## src/rtl/lsu_pkg.sv

```systemverilog
// Shared encodings for the load/store unit: access sizes, response error codes,
// FSM states and the request legality check.
package lsu_pkg;

  localparam logic [1:0] SZ_BYTE = 2'b00;
  localparam logic [1:0] SZ_HALF = 2'b01;
  localparam logic [1:0] SZ_WORD = 2'b10;

  localparam logic [1:0] ERR_OK       = 2'b00;
  localparam logic [1:0] ERR_MISALIGN = 2'b01;
  localparam logic [1:0] ERR_RANGE    = 2'b10;
  localparam logic [1:0] ERR_SIZE     = 2'b11;

  typedef enum logic [2:0] {
    IDLE,
    ACCESS,
    RDWAIT,
    MERGE,
    RESP
  } state_e;

  // Priority: illegal size beats misalignment beats out-of-range.
  function automatic logic [1:0] check_req(input logic [1:0]  size,
                                           input logic [31:0] addr,
                                           input logic [32:0] limit);
    logic [1:0] err;
    err = ERR_OK;
    if (size == ERR_SIZE)
      err = ERR_SIZE;
    else if ((size == SZ_HALF && addr[0]) || (size == SZ_WORD && addr[1:0] != 2'b00))
      err = ERR_MISALIGN;
    else if ({1'b0, addr} >= limit)
      err = ERR_RANGE;
    return err;
  endfunction

endpackage

```

## src/rtl/lsu_if.sv

```systemverilog
// Request, response and data-memory signals of the load/store unit.
// slave = the LSU itself; master = execute stage plus memory side.
interface lsu_if;

  logic        req_valid;
  logic        req_ready;
  logic        req_we;
  logic [1:0]  req_size;
  logic        req_unsigned;
  logic [31:0] req_addr;
  logic [31:0] req_wdata;

  logic        rsp_valid;
  logic        rsp_ready;
  logic [31:0] rsp_rdata;
  logic [1:0]  rsp_err;

  logic [31:0] mem_addr;
  logic        mem_re;
  logic        mem_we;
  logic [31:0] mem_wdata;
  logic [31:0] mem_rdata;

  modport slave (
    input  req_valid, req_we, req_size, req_unsigned, req_addr, req_wdata,
    output req_ready,
    output rsp_valid, rsp_rdata, rsp_err,
    input  rsp_ready,
    output mem_addr, mem_re, mem_we, mem_wdata,
    input  mem_rdata
  );

  modport master (
    output req_valid, req_we, req_size, req_unsigned, req_addr, req_wdata,
    input  req_ready,
    input  rsp_valid, rsp_rdata, rsp_err,
    output rsp_ready,
    input  mem_addr, mem_re, mem_we, mem_wdata,
    output mem_rdata
  );

endinterface

```

## src/rtl/lsu_align.sv

```systemverilog
// Combinational byte-lane logic: load extraction with sign/zero extension and
// sub-word store merge into the word read back from memory.
module lsu_align
  import lsu_pkg::*;
(
  input  logic [31:0] i_rdata,
  input  logic [31:0] i_wdata,
  input  logic [1:0]  i_offs,
  input  logic [1:0]  i_size,
  input  logic        i_unsigned,
  output logic [31:0] o_ld_data,
  output logic [31:0] o_st_data
);

  logic [31:0] w_shift;

  // Aligned halfwords have offset 0 or 2, so the same shift serves bytes and halves.
  assign w_shift = i_rdata >> {i_offs, 3'b000};

  always_comb begin
    o_ld_data = i_rdata;
    case (i_size)
      SZ_BYTE: o_ld_data = {{24{~i_unsigned & w_shift[7]}},  w_shift[7:0]};
      SZ_HALF: o_ld_data = {{16{~i_unsigned & w_shift[15]}}, w_shift[15:0]};
      default: ;
    endcase
  end

  for (genvar gi = 0; gi < 4; gi++) begin : g_lane
    logic       w_sel;
    logic [7:0] w_src;

    always_comb begin
      w_sel = 1'b0;
      w_src = i_wdata[8*gi +: 8];
      case (i_size)
        SZ_BYTE: begin
          w_sel = (i_offs == 2'(gi));
          w_src = i_wdata[7:0];
        end
        SZ_HALF: begin
          w_sel = (i_offs[1] == 1'(gi / 2));
          w_src = i_wdata[8*(gi % 2) +: 8];
        end
        SZ_WORD: w_sel = 1'b1;
        default: ;
      endcase
    end

    assign o_st_data[8*gi +: 8] = w_sel ? w_src : i_rdata[8*gi +: 8];
  end

endmodule

```

## src/rtl/load_store_unit.sv

```systemverilog
// Load/store unit FSM: latches one request, runs the memory read / write / RMW
// sequence against a synchronous-read word memory and returns one response.
module load_store_unit
  import lsu_pkg::*;
#(
  parameter int MEM_WORDS = 2048
) (
  input logic  clk,
  input logic  rst_n,
  lsu_if.slave bus
);

  localparam logic [32:0] ADDR_LIMIT = 33'(MEM_WORDS) * 33'd4;

  state_e      r_state;
  state_e      w_state_next;
  logic        r_we;
  logic [1:0]  r_size;
  logic        r_unsigned;
  logic [31:0] r_addr;
  logic [31:0] r_wdata;
  logic [31:0] r_merged;
  logic [31:0] r_rdata;
  logic [1:0]  r_err;

  logic        w_hs;
  logic        w_word_st;
  logic [1:0]  w_err;
  logic [31:0] w_ld_data;
  logic [31:0] w_st_data;

  lsu_align u_align (
    .i_rdata    (bus.mem_rdata),
    .i_wdata    (r_wdata),
    .i_offs     (r_addr[1:0]),
    .i_size     (r_size),
    .i_unsigned (r_unsigned),
    .o_ld_data  (w_ld_data),
    .o_st_data  (w_st_data)
  );

  // Gating with rst_n keeps req_ready low while reset is held.
  assign bus.req_ready = (r_state == IDLE) && rst_n;
  assign w_hs          = bus.req_ready && bus.req_valid;
  assign w_err         = check_req(bus.req_size, bus.req_addr, ADDR_LIMIT);
  assign w_word_st     = r_we && (r_size == SZ_WORD);

  always_comb begin
    w_state_next  = r_state;
    bus.mem_re    = 1'b0;
    bus.mem_we    = 1'b0;
    bus.mem_addr  = 32'd0;
    bus.mem_wdata = 32'd0;
    bus.rsp_valid = 1'b0;
    case (r_state)
      IDLE: begin
        if (w_hs)
          w_state_next = (w_err != ERR_OK) ? RESP : ACCESS;
      end
      ACCESS: begin
        bus.mem_addr = {2'b00, r_addr[31:2]};
        if (w_word_st) begin
          bus.mem_we    = 1'b1;
          bus.mem_wdata = r_wdata;
          w_state_next  = RESP;
        end else begin
          bus.mem_re   = 1'b1;
          w_state_next = RDWAIT;
        end
      end
      RDWAIT: begin
        bus.mem_addr = {2'b00, r_addr[31:2]};
        w_state_next = r_we ? MERGE : RESP;
      end
      MERGE: begin
        bus.mem_addr  = {2'b00, r_addr[31:2]};
        bus.mem_we    = 1'b1;
        bus.mem_wdata = r_merged;
        w_state_next  = RESP;
      end
      RESP: begin
        bus.rsp_valid = 1'b1;
        if (bus.rsp_ready)
          w_state_next = IDLE;
      end
      default: w_state_next = IDLE;
    endcase
  end

  assign bus.rsp_rdata = r_rdata;
  assign bus.rsp_err   = r_err;

  always_ff @(posedge clk or negedge rst_n) begin
    if (!rst_n) begin
      r_state    <= IDLE;
      r_we       <= 1'b0;
      r_size     <= SZ_BYTE;
      r_unsigned <= 1'b0;
      r_addr     <= 32'd0;
      r_wdata    <= 32'd0;
      r_merged   <= 32'd0;
      r_rdata    <= 32'd0;
      r_err      <= ERR_OK;
    end else begin
      r_state <= w_state_next;
      if (w_hs) begin
        r_we       <= bus.req_we;
        r_size     <= bus.req_size;
        r_unsigned <= bus.req_unsigned;
        r_addr     <= bus.req_addr;
        r_wdata    <= bus.req_wdata;
        r_rdata    <= 32'd0;
        r_err      <= w_err;
      end
      if (r_state == RDWAIT) begin
        if (r_we)
          r_merged <= w_st_data;
        else
          r_rdata <= w_ld_data;
      end
    end
  end

endmodule

```

## src/flat_wrapper.sv

```systemverilog
// flat-port wrapper written by rule: the top's interface ports become plain ports
module load_store_unit_flat import lsu_pkg::*;
#(
  parameter int MEM_WORDS = 2048
)
  (clk, rst_n, bus_req_valid, bus_req_we, bus_req_size, bus_req_unsigned, bus_req_addr, bus_req_wdata, bus_req_ready, bus_rsp_valid, bus_rsp_rdata, bus_rsp_err, bus_rsp_ready, bus_mem_addr, bus_mem_re, bus_mem_we, bus_mem_wdata, bus_mem_rdata);
  lsu_if bus_i ();
  input logic clk;
  input logic rst_n;
  input wire logic [$bits(bus_i.req_valid)-1:0] bus_req_valid;
  input wire logic [$bits(bus_i.req_we)-1:0] bus_req_we;
  input wire logic [$bits(bus_i.req_size)-1:0] bus_req_size;
  input wire logic [$bits(bus_i.req_unsigned)-1:0] bus_req_unsigned;
  input wire logic [$bits(bus_i.req_addr)-1:0] bus_req_addr;
  input wire logic [$bits(bus_i.req_wdata)-1:0] bus_req_wdata;
  output wire logic [$bits(bus_i.req_ready)-1:0] bus_req_ready;
  output wire logic [$bits(bus_i.rsp_valid)-1:0] bus_rsp_valid;
  output wire logic [$bits(bus_i.rsp_rdata)-1:0] bus_rsp_rdata;
  output wire logic [$bits(bus_i.rsp_err)-1:0] bus_rsp_err;
  input wire logic [$bits(bus_i.rsp_ready)-1:0] bus_rsp_ready;
  output wire logic [$bits(bus_i.mem_addr)-1:0] bus_mem_addr;
  output wire logic [$bits(bus_i.mem_re)-1:0] bus_mem_re;
  output wire logic [$bits(bus_i.mem_we)-1:0] bus_mem_we;
  output wire logic [$bits(bus_i.mem_wdata)-1:0] bus_mem_wdata;
  input wire logic [$bits(bus_i.mem_rdata)-1:0] bus_mem_rdata;
  assign bus_i.req_valid = bus_req_valid;
  assign bus_i.req_we = bus_req_we;
  assign bus_i.req_size = bus_req_size;
  assign bus_i.req_unsigned = bus_req_unsigned;
  assign bus_i.req_addr = bus_req_addr;
  assign bus_i.req_wdata = bus_req_wdata;
  assign bus_req_ready = bus_i.req_ready;
  assign bus_rsp_valid = bus_i.rsp_valid;
  assign bus_rsp_rdata = bus_i.rsp_rdata;
  assign bus_rsp_err = bus_i.rsp_err;
  assign bus_i.rsp_ready = bus_rsp_ready;
  assign bus_mem_addr = bus_i.mem_addr;
  assign bus_mem_re = bus_i.mem_re;
  assign bus_mem_we = bus_i.mem_we;
  assign bus_mem_wdata = bus_i.mem_wdata;
  assign bus_i.mem_rdata = bus_mem_rdata;
  load_store_unit #(.MEM_WORDS(MEM_WORDS)) u_core (.clk(clk), .rst_n(rst_n), .bus(bus_i));
endmodule
```

## config.mk

```make
export PLATFORM = sky130hd
export DESIGN_NAME = load_store_unit_flat
export DESIGN_NICKNAME = d
export VERILOG_FILES = /design/src/rtl/lsu_pkg.sv /design/src/rtl/lsu_if.sv /design/src/rtl/lsu_align.sv /design/src/rtl/load_store_unit.sv /design/src/flat_wrapper.sv
export SDC_FILE = /design/constraint.sdc
export NUM_CORES = 1
export LEC_CHECK = 0
export CAP_MARGIN = 0
export CORE_MARGIN = 1
export CORE_UTILIZATION = 38
export CTS_CLUSTER_SIZE = 30
export DETAILED_ROUTE_END_ITERATION = 16
export GPL_ROUTABILITY_DRIVEN = 1
export HOLD_SLACK_MARGIN = 0.12
export PLACE_DENSITY = 0.65
export RECOVER_POWER = 25
export SLEW_MARGIN = 20
export SYNTH_ARGS = -nofsm -noshare
export SYNTH_HDL_FRONTEND = slang
export SYNTH_HIERARCHICAL = 1
export SYNTH_SLANG_ARGS = --single-unit
```

## constraint.sdc

```tcl
create_clock -name clk -period 4.2 [get_ports clk]
set_input_delay 1.05 -clock clk [delete_from_list [all_inputs] [get_ports clk]]
set_output_delay 1.05 -clock clk [all_outputs]
set_load 0.02 [all_outputs]
```

==> out/results.ini, run 1 <==
[run_status]
status = finished with violations
violations = capacitance limit, slew limit

[sta]
hold_violations = 0
skew_ns = 0.008773
drv_slew = 147
max_freq_mhz = 279.2
finalCriticalPeriod_ns = 3.582
grt_setup_unrepaired = no
slew_headroom_pct = -36.15
fin_ws_ns = 0.6182
setup_tns_ns = 0
tightest_slew_ns = 2.042
setup-violations-final = 0
period_share_pct = 85.28

[worst_setup_path]
critPathArrivalTime_ns = 2.53
critical_path_required_ns = 3.15
cp-start-kind = register
r2r-end = u_core/r_wdata[3]
regToRegSetupSlack_ns = 0.87
worstPathMaxFanout = 33
ff2ff_path_depth = 4
cp-end-kind = primary output
crit_type = reg -> out
rr_startpoint = u_core/r_state[2]

[detailed_routing]
drcViolationCount = 0
vias_per_cell = 5.212
met1Wirelength_mm = 10.35
routed-wl-met2_mm = 9.777
wl_mm = 21.76
num_vias = 5811
drtIter0Drc = 437
wl_met3_mm = 1.398
first_pass_iters = 5
drt.antenna.violating_nets = 0
top_layer_used = met4
wl_per_cell_um = 19.52

[grt]
grt_pass1_vias = 5761
grt_use_total_pct = 22.12
grt_pass1_wl_mm = 34.09
antenna_found_initial = 0
grt_max_degree = 80
gr-total-overflow = 0

[synthesis]
netlist-cell-type-count = 53
syn_area_um2 = 7657
synthCells = 653
yosysSeqAreaShare_pct = 44.77
yosysWarnings = 6
yosysTopAreaCellShare_pct = 44.77
synthTopCellsByArea = dfrtp_1 (45%), mux2_4 (13%), mux2_2 (9.0%)
synth_top_flop_cell = dfrtp_1
synth-edff-count = 0
async_reset_ff_share_pct = 100.0
synth-seq-cells = 137
yosys.area.top_type = dfrtp_1
avgSynthCellArea_um2 = 11.73

[clocking]
htreeDepth = 4
postCtsResizedCells = 0
path_clk_slew_ns = 0.06
numCtsBuffers = 17
cts_tree = yes
cts_sinks = 137
clk_latency_ns = 0.42
hold_buffers = 0
clk_path_buf_depth = 2
cts-root-buf = clkbuf_16
cts_setup_buffers = 0

[floorplan]
die_h_um = 144.0
core.rowCount = 51
initial_utilization_pct = 39.09
core_um2 = 19590
ios = 206
die_x_um = 144.0
die-area_um2 = 20720

[place]
dp_slack_ns = 0.9440
place_hpwl_mm = 15.23
gp_congestion = 0.7845
dpl_cell_area_um2 = 9829
portBuffers = 203

[cells_and_area]
finish.utilization_pct = 53.24
drive_gt1_share_pct = 22.00
fillers = 1770
area_growth_pct = 36.21
fin_area_um2 = 10430
regArea_um2 = 3430
nNetsFinal = 941
antenna_cells = 0
multiInputGateArea_um2 = 3910

[power_and_ir_drop]
peakVddDrop_mv = 0.2905
p_leak_uw = 0.004678
p_per_area_nw_per_um2 = 415.6

[hold_path]
min_path_type = reg -> reg
hp-start = u_core/bus.rsp_err[1]
holdPathStages = 2
hold_end = u_core/bus.rsp_err[1]

[run]
maxCapViolCount = 3

-- final cells by class --
class | count | share of cell area (%)
inverters | 2 | 0.07198
well taps | 265 | 3.179
clock inverters | 10 | 1.583
clock buffers | 22 | 4.451
flip-flops and latches | 137 | 32.88
repair buffers | 215 | 20.35
multi-input cells | 464 | 37.49
-- synthesized netlist by cell type, types with 2 or more instances --
cell	count
nand2_1	62
nor3_1	2
mux2_2	61
buf_4	6
a21oi_2	2
o21ai_0	15
a21oi_1	30
nand3b_1	10
buf_2	14
dfrtp_1	137
or2_2	2
nor2b_1	9
buf_6	11
and2_1	31
nor4_1	6
nor2_1	30
clkbuf_1	18
a22o_1	64
mux2i_1	30
mux2_4	66
a22oi_1	4
o21ai_1	9
nand2b_1	4
-- worst max path at each step --
| stage | slack [ns] | start | cells after the start | endpoint |
|---|---|---|---|---|
| after floorplan | 1.64 | rst_n | 1 | bus_req_ready |
| after global placement | 0.94 | rst_n | 3 | bus_req_ready |
| after detailed placement | 0.94 | rst_n | 3 | bus_req_ready |
| after CTS | 0.61 | u_core/r_state[2] | 6 | bus_mem_wdata[15] |
| after global routing | 0.47 | u_core/r_state[2] | 6 | bus_mem_wdata[7] |
| final | 0.62 | u_core/r_state[2] | 6 | bus_mem_wdata[15] |
-- state kept, by name, summed over array words and instances, names as in the netlist --
signal,count
u_core/r_state,3
u_core/r_merged,32
u_core/r_we,1
u_core/bus.rsp_err,2
u_core/r_unsigned,1
u_core/bus.rsp_rdata,32
u_core/r_addr,32
u_core/r_wdata,32
u_core/r_size,2
-- cell families after synthesis --
group | Yosys count | share of synthesized area, %
compound gates | 137 | 13.20
buf+inv | 53 | 4.412
flops | 137 | 44.77
mux | 158 | 26.13
other cells | 1 | 0.04897
simple gates | 167 | 11.44
-- worst max-delay path, stage by stage (launching register included) --
cell	delay, ns
dfrtp_1	0.52
nor2_1	0.15
nand2_1	0.09
nor2_2	0.10
buf_4	0.35
a22o_1	0.26
clkdlybuf4s50_1	0.62
-- routing by layer --
layer,vias up,track usage [%]
met5,-,0
met4,0,6.439
met3,15,4.499
met2,190,32.70
met1,2882,32.30
li1,2724,-
-- through the flow --
| step | total power (uW) | std cells | hold slack [ns] |
|---|---|---|---|
| floorplan | 2434 | 654 | 0.4729 |
| global placement | 2724 | 1083 | 0.4667 |
| detailed placement | 2742 | 1083 | 0.4663 |
| CTS | 4371 | 1115 | 0.4797 |
| global route | 4537 | 1115 | 0.5098 |
| finish | 4335 | 1115 | 0.4777 |
-- cell usage in the layout (no fill, tap or decap), drive strengths merged, types with 3 or more instances in the layout --
master / count
a21oi: 33
a22o: 64
a22oi: 4
and2: 32
buf: 10
bufinv: 4
clkbuf: 25
clkdlybuf4s50: 198
clkinv: 5
dfrtp: 137
dlygate4sd3: 4
inv: 3
mux2: 127
mux2i: 31
nand2: 63
nand2b: 4
nand3b: 10
nor2: 31
nor2b: 9
nor3: 3
nor4: 6
o21ai: 26
-- where the power goes --
group | switching, uW | internal [uW]
sequential | 165 | 1470
combinational | 508 | 583
clock | 580 | 1030
No activity file was read; power rests on OpenSTA's default activity.
==> inputs of run 2 (changes only) <==
--- a/config.mk
+++ b/config.mk
@@ -5,6 +5,7 @@
 export SDC_FILE = /design/constraint.sdc
 export NUM_CORES = 1
 export LEC_CHECK = 0
+export ABC_CLOCK_PERIOD_IN_PS = 4200
 export CAP_MARGIN = 0
 export CORE_MARGIN = 1
 export CORE_UTILIZATION = 38
==> results of run 2 <==
No change in the layout: final DEF, timing and power equal those of run 1.
